`config.mk`:
```
export PLATFORM = sky130hd
export DESIGN_NAME = tx_addr_decoder
export DESIGN_NICKNAME = d
export VERILOG_FILES = /design/src/rtl/tx_addr_decoder.sv
export SDC_FILE = /design/constraint.sdc
export NUM_CORES = 1
export LEC_CHECK = 0
export BUFFER_PORTS_ARGS = -buffer_cell sky130_fd_sc_hd__buf_4
export CAP_MARGIN = 20
export CORE_ASPECT_RATIO = 0.7
export CORE_MARGIN = 2
export CORE_UTILIZATION = 40
export DETAILED_ROUTE_END_ITERATION = 7
export PLACE_DENSITY = 0.59
export SYNTH_ARGS = -nofsm -noshare
export SYNTH_HDL_FRONTEND = slang
export SYNTH_SLANG_ARGS = --single-unit
export TNS_END_PERCENT = 1
```
`constraint.sdc`:
```
create_clock -name clk -period 3.7 [get_ports clk]
set_input_delay 0.37 -clock clk [delete_from_list [all_inputs] [get_ports clk]]
set_output_delay 0.37 -clock clk [all_outputs]
set_load 0.01 [all_outputs]
```
`src/rtl/tx_addr_decoder.sv`:
```
// tx_addr_decoder: buffers host requests, decodes the target switch,
// waits out switch busy and issues a one-hot strobe or an error strobe.
module tx_addr_decoder #(
  parameter int NUM_SW_INST = 5,
  parameter int W_WIDTH     = 8,
  parameter int A_WIDTH     = 8,
  parameter int SPAN_LOG2   = 5,
  parameter int FIFO_DEPTH  = 4,
  parameter int TIMEOUT     = 255
) (
  input  logic                   clk,
  input  logic                   rst,
  input  logic                   req_valid,
  output logic                   req_ready,
  input  logic                   req_wr,
  input  logic [A_WIDTH-1:0]     req_addr,
  input  logic [W_WIDTH-1:0]     req_data,
  input  logic [7:0]             req_op_id,
  input  logic [NUM_SW_INST-1:0] sw_busy,
  output logic [NUM_SW_INST-1:0] sel_en,
  output logic [7:0]             op_id,
  output logic [SPAN_LOG2-1:0]   sw_addr,
  output logic                   wr_en,
  output logic [W_WIDTH-1:0]     wr_data,
  output logic                   err_valid,
  output logic [1:0]             err_code,
  output logic [7:0]             err_op_id
);

  localparam int IW = A_WIDTH - SPAN_LOG2;
  localparam int PW = $clog2(FIFO_DEPTH);
  localparam int CW = $clog2(TIMEOUT + 1);
  localparam logic [PW:0]   DEPTH_C = (PW+1)'(FIFO_DEPTH);
  localparam logic [CW-1:0] TMO_C   = CW'(TIMEOUT);

  typedef struct packed {
    logic               wr;
    logic [A_WIDTH-1:0] addr;
    logic [W_WIDTH-1:0] data;
    logic [7:0]         op;
  } req_t;

  typedef enum logic [2:0] {
    S_IDLE, S_DECODE, S_WAIT, S_ISSUE, S_ERR
  } state_t;

  req_t          mem_q [FIFO_DEPTH];
  logic [PW-1:0] wptr_q, rptr_q;
  logic [PW:0]   cnt_q;
  logic          full, empty, push, pop;

  assign full      = (cnt_q == DEPTH_C);
  assign empty     = (cnt_q == '0);
  assign req_ready = ~full;
  assign push      = req_valid & ~full;

  always_ff @(posedge clk) begin
    if (push)
      mem_q[wptr_q] <= '{req_wr, req_addr,
                         req_data, req_op_id};
  end

  always_ff @(posedge clk) begin
    if (rst) begin
      wptr_q <= '0;
      rptr_q <= '0;
      cnt_q  <= '0;
    end else begin
      if (push) wptr_q <= wptr_q + 1'b1;
      if (pop)  rptr_q <= rptr_q + 1'b1;
      unique case ({push, pop})
        2'b10:   cnt_q <= cnt_q + 1'b1;
        2'b01:   cnt_q <= cnt_q - 1'b1;
        default: cnt_q <= cnt_q;
      endcase
    end
  end

  state_t                 state_q, state_d;
  req_t                   cur_q, cur_d;
  logic [CW-1:0]          tmo_q, tmo_d;
  logic [NUM_SW_INST-1:0] sel_en_q, sel_en_d;
  logic [7:0]             op_id_q, op_id_d;
  logic [SPAN_LOG2-1:0]   sw_addr_q, sw_addr_d;
  logic                   wr_en_q, wr_en_d;
  logic [W_WIDTH-1:0]     wr_data_q, wr_data_d;
  logic                   err_valid_q, err_valid_d;
  logic [1:0]             err_code_q, err_code_d;
  logic [7:0]             err_op_q, err_op_d;
  logic [1:0]             ecode;

  logic [IW-1:0]          idx;
  logic [NUM_SW_INST-1:0] onehot;
  logic                   out_map, busy_hit;

  assign idx      = cur_q.addr[A_WIDTH-1:SPAN_LOG2];
  assign out_map  = 32'(idx) >= NUM_SW_INST;
  assign onehot   = NUM_SW_INST'(1) << idx;
  assign busy_hit = |(sw_busy & onehot);
  assign pop      = (state_q == S_ISSUE) |
                    (state_q == S_ERR);

  always_comb begin
    state_d     = state_q;
    cur_d       = cur_q;
    tmo_d       = tmo_q;
    ecode       = 2'b00;
    sel_en_d    = '0;
    op_id_d     = '0;
    sw_addr_d   = '0;
    wr_en_d     = 1'b0;
    wr_data_d   = '0;
    err_valid_d = 1'b0;
    err_code_d  = 2'b00;
    err_op_d    = '0;
    unique case (state_q)
      S_IDLE: begin
        if (!empty) begin
          state_d = S_DECODE;
          cur_d   = mem_q[rptr_q];
        end
      end
      S_DECODE: begin
        if (out_map) begin
          state_d = S_ERR;
          ecode   = 2'b01;
        end else if (busy_hit) begin
          state_d = S_WAIT;
          tmo_d   = CW'(1);
        end else begin
          state_d = S_ISSUE;
        end
      end
      S_WAIT: begin
        if (!busy_hit) begin
          state_d = S_ISSUE;
        end else if (tmo_q == TMO_C) begin
          state_d = S_ERR;
          ecode   = 2'b10;
        end else begin
          tmo_d = tmo_q + CW'(1);
        end
      end
      default: state_d = S_IDLE;
    endcase
    // outputs are registered: load them on entry
    if (state_d == S_ISSUE) begin
      sel_en_d  = onehot;
      op_id_d   = cur_q.op;
      sw_addr_d = cur_q.addr[SPAN_LOG2-1:0];
      wr_en_d   = cur_q.wr;
      wr_data_d = cur_q.data;
    end
    if (state_d == S_ERR) begin
      err_valid_d = 1'b1;
      err_code_d  = ecode;
      err_op_d    = cur_q.op;
    end
  end

  always_ff @(posedge clk) begin
    if (rst) begin
      state_q     <= S_IDLE;
      cur_q       <= '0;
      tmo_q       <= '0;
      sel_en_q    <= '0;
      op_id_q     <= '0;
      sw_addr_q   <= '0;
      wr_en_q     <= 1'b0;
      wr_data_q   <= '0;
      err_valid_q <= 1'b0;
      err_code_q  <= 2'b00;
      err_op_q    <= '0;
    end else begin
      state_q     <= state_d;
      cur_q       <= cur_d;
      tmo_q       <= tmo_d;
      sel_en_q    <= sel_en_d;
      op_id_q     <= op_id_d;
      sw_addr_q   <= sw_addr_d;
      wr_en_q     <= wr_en_d;
      wr_data_q   <= wr_data_d;
      err_valid_q <= err_valid_d;
      err_code_q  <= err_code_d;
      err_op_q    <= err_op_d;
    end
  end

  assign sel_en    = sel_en_q;
  assign op_id     = op_id_q;
  assign sw_addr   = sw_addr_q;
  assign wr_en     = wr_en_q;
  assign wr_data   = wr_data_q;
  assign err_valid = err_valid_q;
  assign err_code  = err_code_q;
  assign err_op_id = err_op_q;

endmodule
```
# After elaboration in Yosys (flattened, before gate mapping)
# Memories as Yosys holds them, arrays and structs flattened. A register that Yosys moved wholly into a read port is not among the register bits.
# Cells that the tools add are included.
# op_classes
add_sub_neg	5
n_mul	0
div	0
magnitude_cmp	1
eq_ne	14
shifts	1
mux	19
n_bitwise	7
n_reduce_logical	9
# ops
cell	n
8-bit two-way mux	4
8-bit one-hot mux with 2 select lines	1
3-bit two-way mux	4
3-bit by 2-bit equality test with 1-bit output, second input constant	3
3-bit equality test, second input constant	3
3-bit one-hot mux with 3 select lines	1
8-bit by 1-bit adder with 8-bit output, second input constant	1
8-bit equality test, second input constant	1
2-bit inequality test, second input constant	4
3-bit zero test	2
3-bit one-hot mux with 2 select lines	1
5-bit bitwise AND	1
1-bit two-way mux	5
5-bit AND reduction	1
5-bit OR reduction	1
1-bit by 3-bit << shifter with 5-bit output, first input constant	1
2-bit by 1-bit adder with 2-bit output, second input constant	2
2-bit two-way mux	2
1-bit inverter	4
2-bit one-hot mux with 2 select lines	1
2-bit nonzero test	2
2-bit OR reduction	2
3-bit by 1-bit adder with 3-bit output, second input constant	1
3-bit by 1-bit equality test with 1-bit output, second input constant	1
other kinds (7)	7
# word_totals
ff_bits	56
latch_bits	0
mem_bits_rw	100
mem_bits_ro	0
inputBits	33
output_inout_bits	39
wordCells	70
mem_count	1
# memory_table
name	words	width	rd	rd_ports_with_merged_regs	wr	line_no	source
mem_q	4	25	1	1	1	47	req_t mem_q [FIFO_DEPTH];

# Logic depth before layout (Yosys ltp)
# depth
word_depth	9
mapped_depth	10

# Worst setup path before layout
# No wires, ideal clock.
# synth_path
kind	register to register
start	reg cnt_q[0]
end	reg cnt_q[2]
t_arrival_ns	2.032
t_required_ns	3.630
path_slack_ns	1.598
path_stages_with_launch	11
path_cell_list	dfxtp_1 -> inv_1 -> nand3_1 -> and2_1 -> inv_1 -> ha_1 -> inv_1 -> fa_1 -> xor2_1 -> or3_1 -> a21oi_1
# synth_via
elab_chain_len	5
# synth_lines
element	line_no	source
from (decl)	49	logic [PW:0] cnt_q;
from (signal assigned)	72	2'b10: cnt_q <= cnt_q + 1'b1;
from (signal assigned)	73	2'b01: cnt_q <= cnt_q - 1'b1;
from (signal assigned)	74	default: cnt_q <= cnt_q;
3-bit equality test *	52	assign full = (cnt_q == DEPTH_C);
1-bit inverter *	-	
via req_ready	14	output logic req_ready,
1-bit bitwise AND *	55	assign push = req_valid & ~full;
2-bit by 1-bit equality test with 1-bit output or 2-bit equality test (tied branches)	71	unique case ({push, pop})
3-bit one-hot mux with 2 select lines or 2-bit nonzero test (tied branches)	-	
# The timed path passes the listed nets; every way through them passes the cells marked *.
# A chain may end at the register's enable or synchronous reset.

# Worst setup path after layout
# layout_path
start	reg cur_q[21] in the netlist's numbering
end	reg sel_en_q[3], in the netlist sel_en[3]
# layout_via
elab_chain_len	9
# layout_lines
element	line_no	source
from (decl)	80	req_t cur_q, cur_d;
from (signal assigned)	176	cur_q <= cur_d;
1-bit by 3-bit << shifter with 5-bit output	98	assign onehot = NUM_SW_INST'(1) << idx;
5-bit bitwise AND	99	assign busy_hit = |(sw_busy & onehot);
5-bit OR reduction	99	
1-bit two-way mux	127	end else if (busy_hit) begin
3-bit two-way mux	124	if (out_map) begin
3-bit one-hot mux with 3 select lines	116	unique case (state_q)
3-bit by 2-bit equality test with 1-bit output	147	if (state_d == S_ISSUE) begin
1-bit inverter (no line)	-	
2-bit OR reduction (no line)	-	
to (signal assigned)	178	sel_en_q <= sel_en_d;
to (decl)	82	logic [NUM_SW_INST-1:0] sel_en_q, sel_en_d;
# Parallel ways exist; a longest one is shown, timed or not.

==> out/results.ini <==
[status]
status = completed

[logic_synthesis]
syn_area_um2 = 6570
synth_seq_cells = 181
synth-compound-area-share_pct = 5.08
muxShareOfSynthArea_pct = 9.04
ys_seq_area_share_pct = 70.4
ys_async_sr_fraction_pct = 0
synth_fa_ha_area_share_pct = 1.45
synth-xor-area-share_pct = 0.666
ys_types = 47
synth_area_leaders = edfxtp_1 (46%), dfxtp_1 (25%), mux4_2 (8.6%)
yosysWarnings = 0
synth.largest_area_cell = edfxtp_1
synth-simple-area-share_pct = 11.4
syn_nets = 497
syn_inst = 457
synth-edff-count = 100
synth_top_area_share_pct = 45.7
avgSynthCellArea_um2 = 14.4
synth_top_family_by_area = simple AND/OR/NAND/NOR gates
synth_ff_type = edfxtp_1

[grt]
globalRoute.totalOverflow = 0
grt_pass1_vias = 3772
grt_pass1_wl_um = 20700
track_usage_pct = 16.0
grt_antenna_before_repair = 0
grt_max_degree = 38

[sta]
rsz0062_at_grt = no
fin_worst_skew_ps = 8.19
hold_viol = 0
fin_crit_ps = 2600
setup_viol = 0
fmax_mhz = 385
worst_slack_ps = 1100
relSlewSlack_pct = 30.1
period_share_pct = 70.2
setup_tns_ps = 0
hold_slack_ps = 144
finalMaxSlewViolations = 0
tightest_slew_ps = 1050

[final_layout]
layout_commonest_cell = edfxtp_1
area_delta_synth_final_pct = 21.3
diodes = 0
fin_nets = 574
final_cell_mix = edfxtp_1 (100), dfxtp_1 (80), buf_4 (77)
drive_gt1_share_pct = 26.1

[power]
ir_worst_vdd_v = 0.000339
power.total_uw = 5010
p_per_area_nw_per_um2 = 629
p_leak_uw = 0.00285

[floorplan]
die_y_um = 111
die_w_um = 157
die_area_um2 = 17500
pin_count = 72
core_um2 = 16200
rows = 39
start_util_pct = 40.6

[worst_setup_path]
cp_data_required_time_ps = 4070
cp_max_fo = 27
slowest_delay_ps = 930
path_cells = mux2_2 > o2bb2ai_1 > or2_1 > a221oi_4 > and4b_1
critPathArrivalTime_ps = 2960
critPathKind = reg2reg
worstSetupStartpoint = cur_q[21]$_SDFFE_PP0P_
end_kind = flop
cp-start-kind = flop
slowest_stage = a221oi_4
reg2reg_from = cur_q[21]$_SDFFE_PP0P_

[clocking]
clockBufferDepth = 2
cts_root_buf = clkbuf_16
post_cts_buffers = 0
ctsHoldBuffers = 0
cts_max_level = 4
numCtsBuffers = 17
cts_tree = built
clock-sinks = 181
cts.clk_slew.worst_paths_ps = 70
cts-resized-gates = 0
clock_latency_ps = 420

[min_path]
worstHoldStart = req_data[0]
hold_class = in2reg

[placement]
dp_hpwl_um = 7940
place_congestion = 0.789
pre_cts_ws_ps = 1090
port_buffers = 71

[route]
drt-total-wl_um = 13200
drt_pre_antenna_iters = 6
vias_per_cell = 4.91
wl_per_cell_um = 17.1
ant_nets = 0
drt_iter0_markers = 372
vias = 3788
drc = 0

[flow_run]
maxCapViolCount = 0

## stage by stage
step,util [%],instance area [um2],std cells
3_3_place_gp,45.3,7340,738
3_5_place_dp,45.3,7340,738
4_1_cts,49.0,7940,770
2_1_floorplan,-,6570,457
5_1_grt,49.2,7970,772
6_report,49.2,7970,772
## final timing paths
| kind | end | slack (ps) | cells after the start |
|---|---|---|---|
| max | sel_en[3]$_SDFF_PP0_ | 1100 | 5 |
| min | mem_q[3][8]$_DFFE_PP_ | 140 | 1 |
| max reg2reg | sel_en[3]$_SDFF_PP0_ | 1100 | 5 |
| min reg2reg | cur_q[20]$_SDFFE_PP0P_ | 450 | 2 |
## logic make-up after synthesis
family / after synthesis
compound gates: 56
xor+xnor: 5
fa+ha+maj: 7
buf+inv: 29
flops: 181
mux: 28
simple gates: 151
## worst max-delay path, delay by kind of cell (launching register included)
family	cells	cell delay (ps)
flip-flops	1	480
AO/OA/AOI/OAI	2	1100
AND/OR/NAND/NOR	2	590
multiplexers	1	370
## layer usage
layer | vias up | GRT usage [%] | share of wire, %
met2 | 77 | 24.6 | 47
met4 | 0 | 6.30 | 1.4
li1 | 1811 | - | -
met5 | - | 0 | 0
met3 | 17 | 3.40 | 4.0
met1 | 1883 | 22.3 | 47
## synthesized netlist by cell type (6+ instances only)
cell	instances
mux4_2	25
dfxtp_1	81
and3_1	6
nor2_1	23
ha_1	6
a21oi_1	37
edfxtp_1	100
and2_1	24
nand2_1	69
clkbuf_1	11
inv_1	8
o21ai_0	8
## registers in the layout, summed over array words and instances (netlist names), 5 cells and up
signal	flops
wr_data	8
err_op_id	8
op_id	8
sw_addr	5
mem_q	100
sel_en	5
cur_q	25
tmo_q	8
## final cells by class
| class | instances | area (um2) |
|---|---|---|
| Sequential cell | 181 | 4630 |
| Clock buffer | 22 | 517 |
| Clock inverter | 10 | 80.1 |
| Timing Repair Buffer | 79 | 613 |
| Tap cell | 225 | 282 |
| Fill cell | 1428 | 8230 |
| Inverter | 8 | 30.0 |
| Multi-Input combinational cell | 247 | 1830 |
## report_power, final
group          internal (uW)  switching (uW)
sequential              2310             113
clock                   1010             772
combinational            323             485
total                   3640            1370
(Power assumes the default switching activity.)
